### src/rtl/commit_arbiter.sv
// Round-robin arbiter that moves one pending ALU result per cycle into a single
// registered writeback slot and pulses the clear of the ALU it accepted.
module commit_arbiter #(
   parameter int unsigned N_ALU      = 4,
   parameter int unsigned XLEN       = 32,
   parameter int unsigned REG_ADDR_W = 5
) (
   input  logic                        clk,
   input  logic                        rst,
   input  logic [N_ALU-1:0]            alu_valid,
   input  logic [N_ALU*XLEN-1:0]       alu_res,
   input  logic [N_ALU*REG_ADDR_W-1:0] alu_rd,
   input  logic [N_ALU-1:0]            alu_error,
   output logic [N_ALU-1:0]            alu_clear,
   output logic                        wb_valid,
   input  logic                        wb_ready,
   output logic [REG_ADDR_W-1:0]       wb_rd,
   output logic [XLEN-1:0]             wb_data,
   output logic                        wb_error,
   output logic [$clog2(N_ALU)-1:0]    wb_src
);

   localparam int unsigned SrcW = $clog2(N_ALU);

   logic [SrcW-1:0]       rr_ptr_q;
   logic [SrcW-1:0]       grant;
   logic [SrcW:0]         idx;
   logic [N_ALU-1:0]      mask_q;
   logic [N_ALU-1:0]      eligible;
   logic                  found;
   logic                  slot_free;
   logic                  capture;
   logic                  discard;
   logic [REG_ADDR_W-1:0] sel_rd;
   logic [XLEN-1:0]       sel_res;
   logic                  sel_err;

   assign slot_free = !wb_valid || wb_ready;
   // An ALU cleared last cycle may still show valid while it returns to idle.
   assign eligible  = alu_valid & ~mask_q;

   always_comb begin
      grant = '0;
      found = 1'b0;
      idx   = '0;
      for (int k = 0; k < N_ALU; k++) begin
         idx = {1'b0, rr_ptr_q} + (SrcW+1)'(k);
         if (idx >= (SrcW+1)'(N_ALU)) begin
            idx = idx - (SrcW+1)'(N_ALU);
         end
         if (!found && eligible[idx[SrcW-1:0]]) begin
            found = 1'b1;
            grant = idx[SrcW-1:0];
         end
      end
   end

   always_comb begin
      sel_res = '0;
      sel_rd  = '0;
      sel_err = 1'b0;
      for (int i = 0; i < N_ALU; i++) begin
         if (grant == SrcW'(i)) begin
            sel_res = alu_res[i*XLEN +: XLEN];
            sel_rd  = alu_rd[i*REG_ADDR_W +: REG_ADDR_W];
            sel_err = alu_error[i];
         end
      end
   end

   assign capture = slot_free && found;
   // Writes to x0 without an error carry no architectural effect.
   assign discard = (sel_rd == '0) && !sel_err;

   always_comb begin
      alu_clear = '0;
      if (capture && !rst) begin
         alu_clear[grant] = 1'b1;
      end
   end

   always_ff @(posedge clk or posedge rst) begin
      if (rst) begin
         wb_valid <= 1'b0;
         wb_rd    <= '0;
         wb_data  <= '0;
         wb_error <= 1'b0;
         wb_src   <= '0;
         rr_ptr_q <= '0;
         mask_q   <= '0;
      end else begin
         mask_q <= alu_clear;
         if (capture) begin
            rr_ptr_q <= (grant == SrcW'(N_ALU - 1)) ? '0 : grant + 1'b1;
            if (discard) begin
               wb_valid <= 1'b0;
            end else begin
               wb_valid <= 1'b1;
               wb_rd    <= sel_rd;
               wb_data  <= sel_res;
               wb_error <= sel_err;
               wb_src   <= grant;
            end
         end else if (wb_valid && wb_ready) begin
            wb_valid <= 1'b0;
         end
      end
   end

endmodule

### config.mk
export PLATFORM = sky130hd
export DESIGN_NAME = commit_arbiter
export DESIGN_NICKNAME = d
export VERILOG_FILES = /design/src/rtl/commit_arbiter.sv
export SDC_FILE = /design/constraint.sdc
export NUM_CORES = 1
export LEC_CHECK = 0
export ABC_AREA = 0
export CAP_MARGIN = 20
export CELL_PAD_IN_SITES_DETAIL_PLACEMENT = 1
export CELL_PAD_IN_SITES_GLOBAL_PLACEMENT = 2
export CORE_ASPECT_RATIO = 0.5
export CORE_MARGIN = 2
export CORE_UTILIZATION = 19
export DETAILED_ROUTE_END_ITERATION = 8
export HOLD_SLACK_MARGIN = 0.03
export PLACE_DENSITY = 0.88
export SYNTH_ARGS = -nofsm -noshare
export SYNTH_HDL_FRONTEND = slang
export SYNTH_SLANG_ARGS = --single-unit
### constraint.sdc
create_clock -name clk -period 4.3 [get_ports clk]
set_clock_uncertainty 0.15 [all_clocks]
set_input_delay 0.43 -clock clk [delete_from_list [all_inputs] [get_ports clk]]
set_output_delay 0.43 -clock clk [all_outputs]
set_load 0.005 [all_outputs]
==> run_results.csv, run 1 <==
group,metric,value,unit
run_status,status,"finished clean",
finish,finalNonFillerCells,713,
die,coreArea,15490,um2
global_route,grt_usage,14.71,%
critical_path,path_max_fanout,27,
critical_path,regToRegEndpoint,"wb_data[15]",
sta,period_needed,3.825,ns
route,routed_wl,12.59,mm
sta,max_clock_freq,0.2614,GHz
clock_network,htreeDepth,2,
clock_network,clk_latency,0.28,ns
sta,maxSlewHeadroom,62.83,%
global_route,grt_overflow,0,
critical_path,arrival,3.85,ns
global_route,grt_pass1_wl,19.55,mm
clock_network,post_cts_buffers,0,
clock_network,clockBufferDepth,2,
finish,nFillCells,1723,
placed_design,hpwl,9.939,mm
die,die-area,17060,um2
sta,setup_viol,0,
critical_path,rrSetupSlack,0.71,ns
power_and_ir_drop,p_int,2.074,mW
power_and_ir_drop,pwr-share-clk,13.1,%
route,drt_iter0_markers,77,
placed_design,numPlacedInstances,706,
power_and_ir_drop,vdd_drop_max,236.7,uV
critical_path,reg2regPathDepth,11,
die,fp-row-count,32,
synthesis,async_flop_share,100.0,%
synthesis,ys.flop_type,"dfrtp_1",
finish,fin_util,35.13,%
critical_path,timing.rr.start,"mask_q[3]",
global_route,first_global_vias,3535,
finish,drive_gt1_share,11.20,%
power_and_ir_drop,power.leakage,2.109,nW
power_and_ir_drop,seqPwrFrac,23.4,%
sta,hold_slack,0.2430,ns
clock_network,path_clk_slew,0.06,ns
global_route,grt_max_degree,43,
die,dieWidth,182.8,um
synthesis,synth_edf_count,0,
route,wire_per_inst,17.65,um
clock_network,cts_buffers,5,
sta,finalHoldViolCount,0,
route,vias,3256,
synthesis,synth_cell_type_count,32,
finish,n_antenna_cell,0,
synthesis,yosysSeqAreaShare,38.75,%
power_and_ir_drop,p_comb_share,63.5,%
global_route,antenna_found_initial,0,
critical_path,path_buf_inv,3,
power_and_ir_drop,power.density,608.7,nW/um2
route,route.detailed.drc,0,
die,die_h,93.38,um
critical_path,crit_path_start_kind,"primary input",
finish,synthToLayoutAreaGrowth,79.35,%
critical_path,worstPathRequired,4.32,ns
route,first_pass_iters,4,
placed_design,port_buffers,203,
sta,tns,0,ns
job,maxCapViolCount,0,
sta,slew_viol_final,0,
finish,finalNetCount,672,
clock_network,postCtsResizedCells,0,
clock_network,cts-root-buf,"clkbuf_16",
sta,rsz0062_at_grt,"no",
clock_network,holdBufCountCts,0,
die,pin_count,204,
route,postRouteAntennaNets,0,
synthesis,syn_inst,317,
clock_network,cts_tree,"built",
critical_path,path_delay_family,"compound AO/OA/AOI/OAI gates",
power_and_ir_drop,p_switching,1.240,mW
worst_hold_path,hp-class,"primary input to async pin",
critical_path,crit_type,"primary input to register",
power_and_ir_drop,switching_share,37.42,%
synthesis,syn_avg_cell_area,9.575,um2
die,start_util,19.59,%
synthesis,synth_seq_cells,47,
synthesis,synth_nets,480,
critical_path,crit_chain,"clkdlybuf4s50_1 -> nor2b_1 -> a22o_1 -> a21oi_1 -> inv_1 -> ha_2 -> or2_0 -> a221oi_1 -> o22ai_1 -> o31a_2 -> buf_4 -> mux2_4",
sta,fin_crit_sh,88.96,%
sta,worst-slew-pin-transition,0.5576,ns
synthesis,yosys_warnings,0,
route,via_per_inst,4.567,
critical_path,crit_path_end_kind,"register",
critical_path,slowest_stage,"clkdlybuf4s50_1",
critical_path,slowest_delay,0.40,ns
placed_design,place_congestion,0.8201,
clock_network,cts.sinks,47,
synthesis,netlist_area,3035,um2
-- worst register-to-register path, stage by stage (launching register included) --
cell and delay, ns:
dfrtp_1 0.35, nand2b_1 0.18, a22o_1 0.23, a21oi_1 0.39
inv_1 0.13, ha_2 0.24, or2_0 0.34, a221oi_1 0.40
o22ai_1 0.17, o31a_2 0.31, buf_4 0.25, mux2_4 0.33
-- layout make-up --
class	count	area, um2	share of cell area, %
timing repair buffer	213	2107	38.70
multi-input combinational	232	1709	31.40
sequential	47	1176	21.60
tap	204	255.2	4.689
clock buffer	6	128.9	2.367
inverter	10	37.54	0.6895
clock inverter	1	30.03	0.5516
-- per-layer routing --
layer	up-vias	track usage (%)	wire, um
li1	1570	-	-
met1	1623	16.86	5077
met2	53	28.87	7036
met3	10	2.375	309
met4	0	3.159	165
met5	-	0	0
-- cells in the final DEF (no fill, tap or decap), drive strengths merged --
cell type	instances
a211oi	1
a21o	1
a21oi	5
a221oi	37
a22o	1
and3	3
and3b	1
buf	10
bufinv	1
clkbuf	6
clkdlybuf4s50	203
dfrtp	47
ha	4
inv	10
mux2	34
mux2i	2
nand2	36
nand2b	3
nor2	10
nor2b	35
nor3	1
nor3b	1
o21ai	7
o22ai	9
o2bb2ai	4
o31a	2
o31ai	32
or2	2
or3b	1
-- power groups by stage --
stage / Combinational (mW) / Sequential (mW) / Clock, mW
global placement: 2.10 / 0.776 / 0
global route: 2.33 / 0.807 / 0.469
finish: 2.11 / 0.775 / 0.433
floorplan: 1.21 / 0.778 / 0
CTS: 2.14 / 0.780 / 0.446
detailed placement: 2.13 / 0.782 / 0
-- flip-flops by register name (all words and copies together) (netlist names) --
| signal | flops |
|---|---|
| wb_error | 1 |
| wb_valid | 1 |
| mask_q | 4 |
| wb_src | 2 |
| wb_rd | 5 |
| wb_data | 32 |
| rr_ptr_q | 2 |
-- logic make-up (layout without fill, tap and decap cells) --
| kind of cell | Yosys count | count (layout) | share of synthesized area [%] |
|---|---|---|---|
| muxes | 36 | 36 | 13.89 |
| and+or+nand+nor | 93 | 93 | 15.54 |
| adders and majority gates | 4 | 4 | 1.649 |
| AOI/OAI and AO/OA | 99 | 99 | 24.94 |
| DFF | 47 | 47 | 38.75 |
| buffers and inverters | 38 | 230 | 5.235 |
-- synth_stat cells (all sizes together), types with 3 or more instances --
| master | n | area share [%] |
|---|---|---|
| o2bb2ai | 4 | 1.2 |
| mux2 | 34 | 13 |
| nor2b | 35 | 7.2 |
| buf | 7 | 1.4 |
| clkbuf | 21 | 2.6 |
| o22ai | 9 | 1.9 |
| dfrtp | 47 | 39 |
| o21ai | 7 | 1.2 |
| inv | 10 | 1.2 |
| nor2 | 10 | 1.2 |
| ha | 4 | 1.6 |
| a21oi | 5 | 0.82 |
| o31ai | 32 | 7.9 |
| nand2 | 36 | 4.5 |
| and3 | 3 | 0.62 |
| nand2b | 3 | 0.62 |
| a221oi | 37 | 11 |
-- worst max path at each step --
stage | to | cells after the start | start | slack [ns]
floorplan | wb_data[15] | 13 | alu_valid[2] | 0.97
global placement | wb_data[15] | 12 | alu_valid[2] | 0.37
detailed placement | wb_data[15] | 12 | alu_valid[2] | 0.21
CTS | wb_data[15] | 12 | alu_valid[2] | 0.47
global route | wb_data[15] | 12 | alu_valid[2] | 0.21
finish | wb_data[15] | 12 | alu_valid[2] | 0.47
-- stage by stage --
| stage | setup slack (ns) | total power, mW | cell area, um2 |
|---|---|---|---|
| after floorplan | 0.9711 | 1.992 | 3035 |
| after global placement | 0.3731 | 2.876 | 5285 |
| after detailed placement | 0.2051 | 2.914 | 5285 |
| after CTS | 0.4726 | 3.369 | 5444 |
| after global routing | 0.2105 | 3.602 | 5444 |
| final | 0.4747 | 3.314 | 5444 |
Power figures use the tool's default switching activity.
==> run 2: changes to the inputs <==
ABC_CLOCK_PERIOD_IN_PS = 4300   (was default)
==> results of run 2 <==
Same layout as run 1: the final DEF is identical, and so are final timing and power.
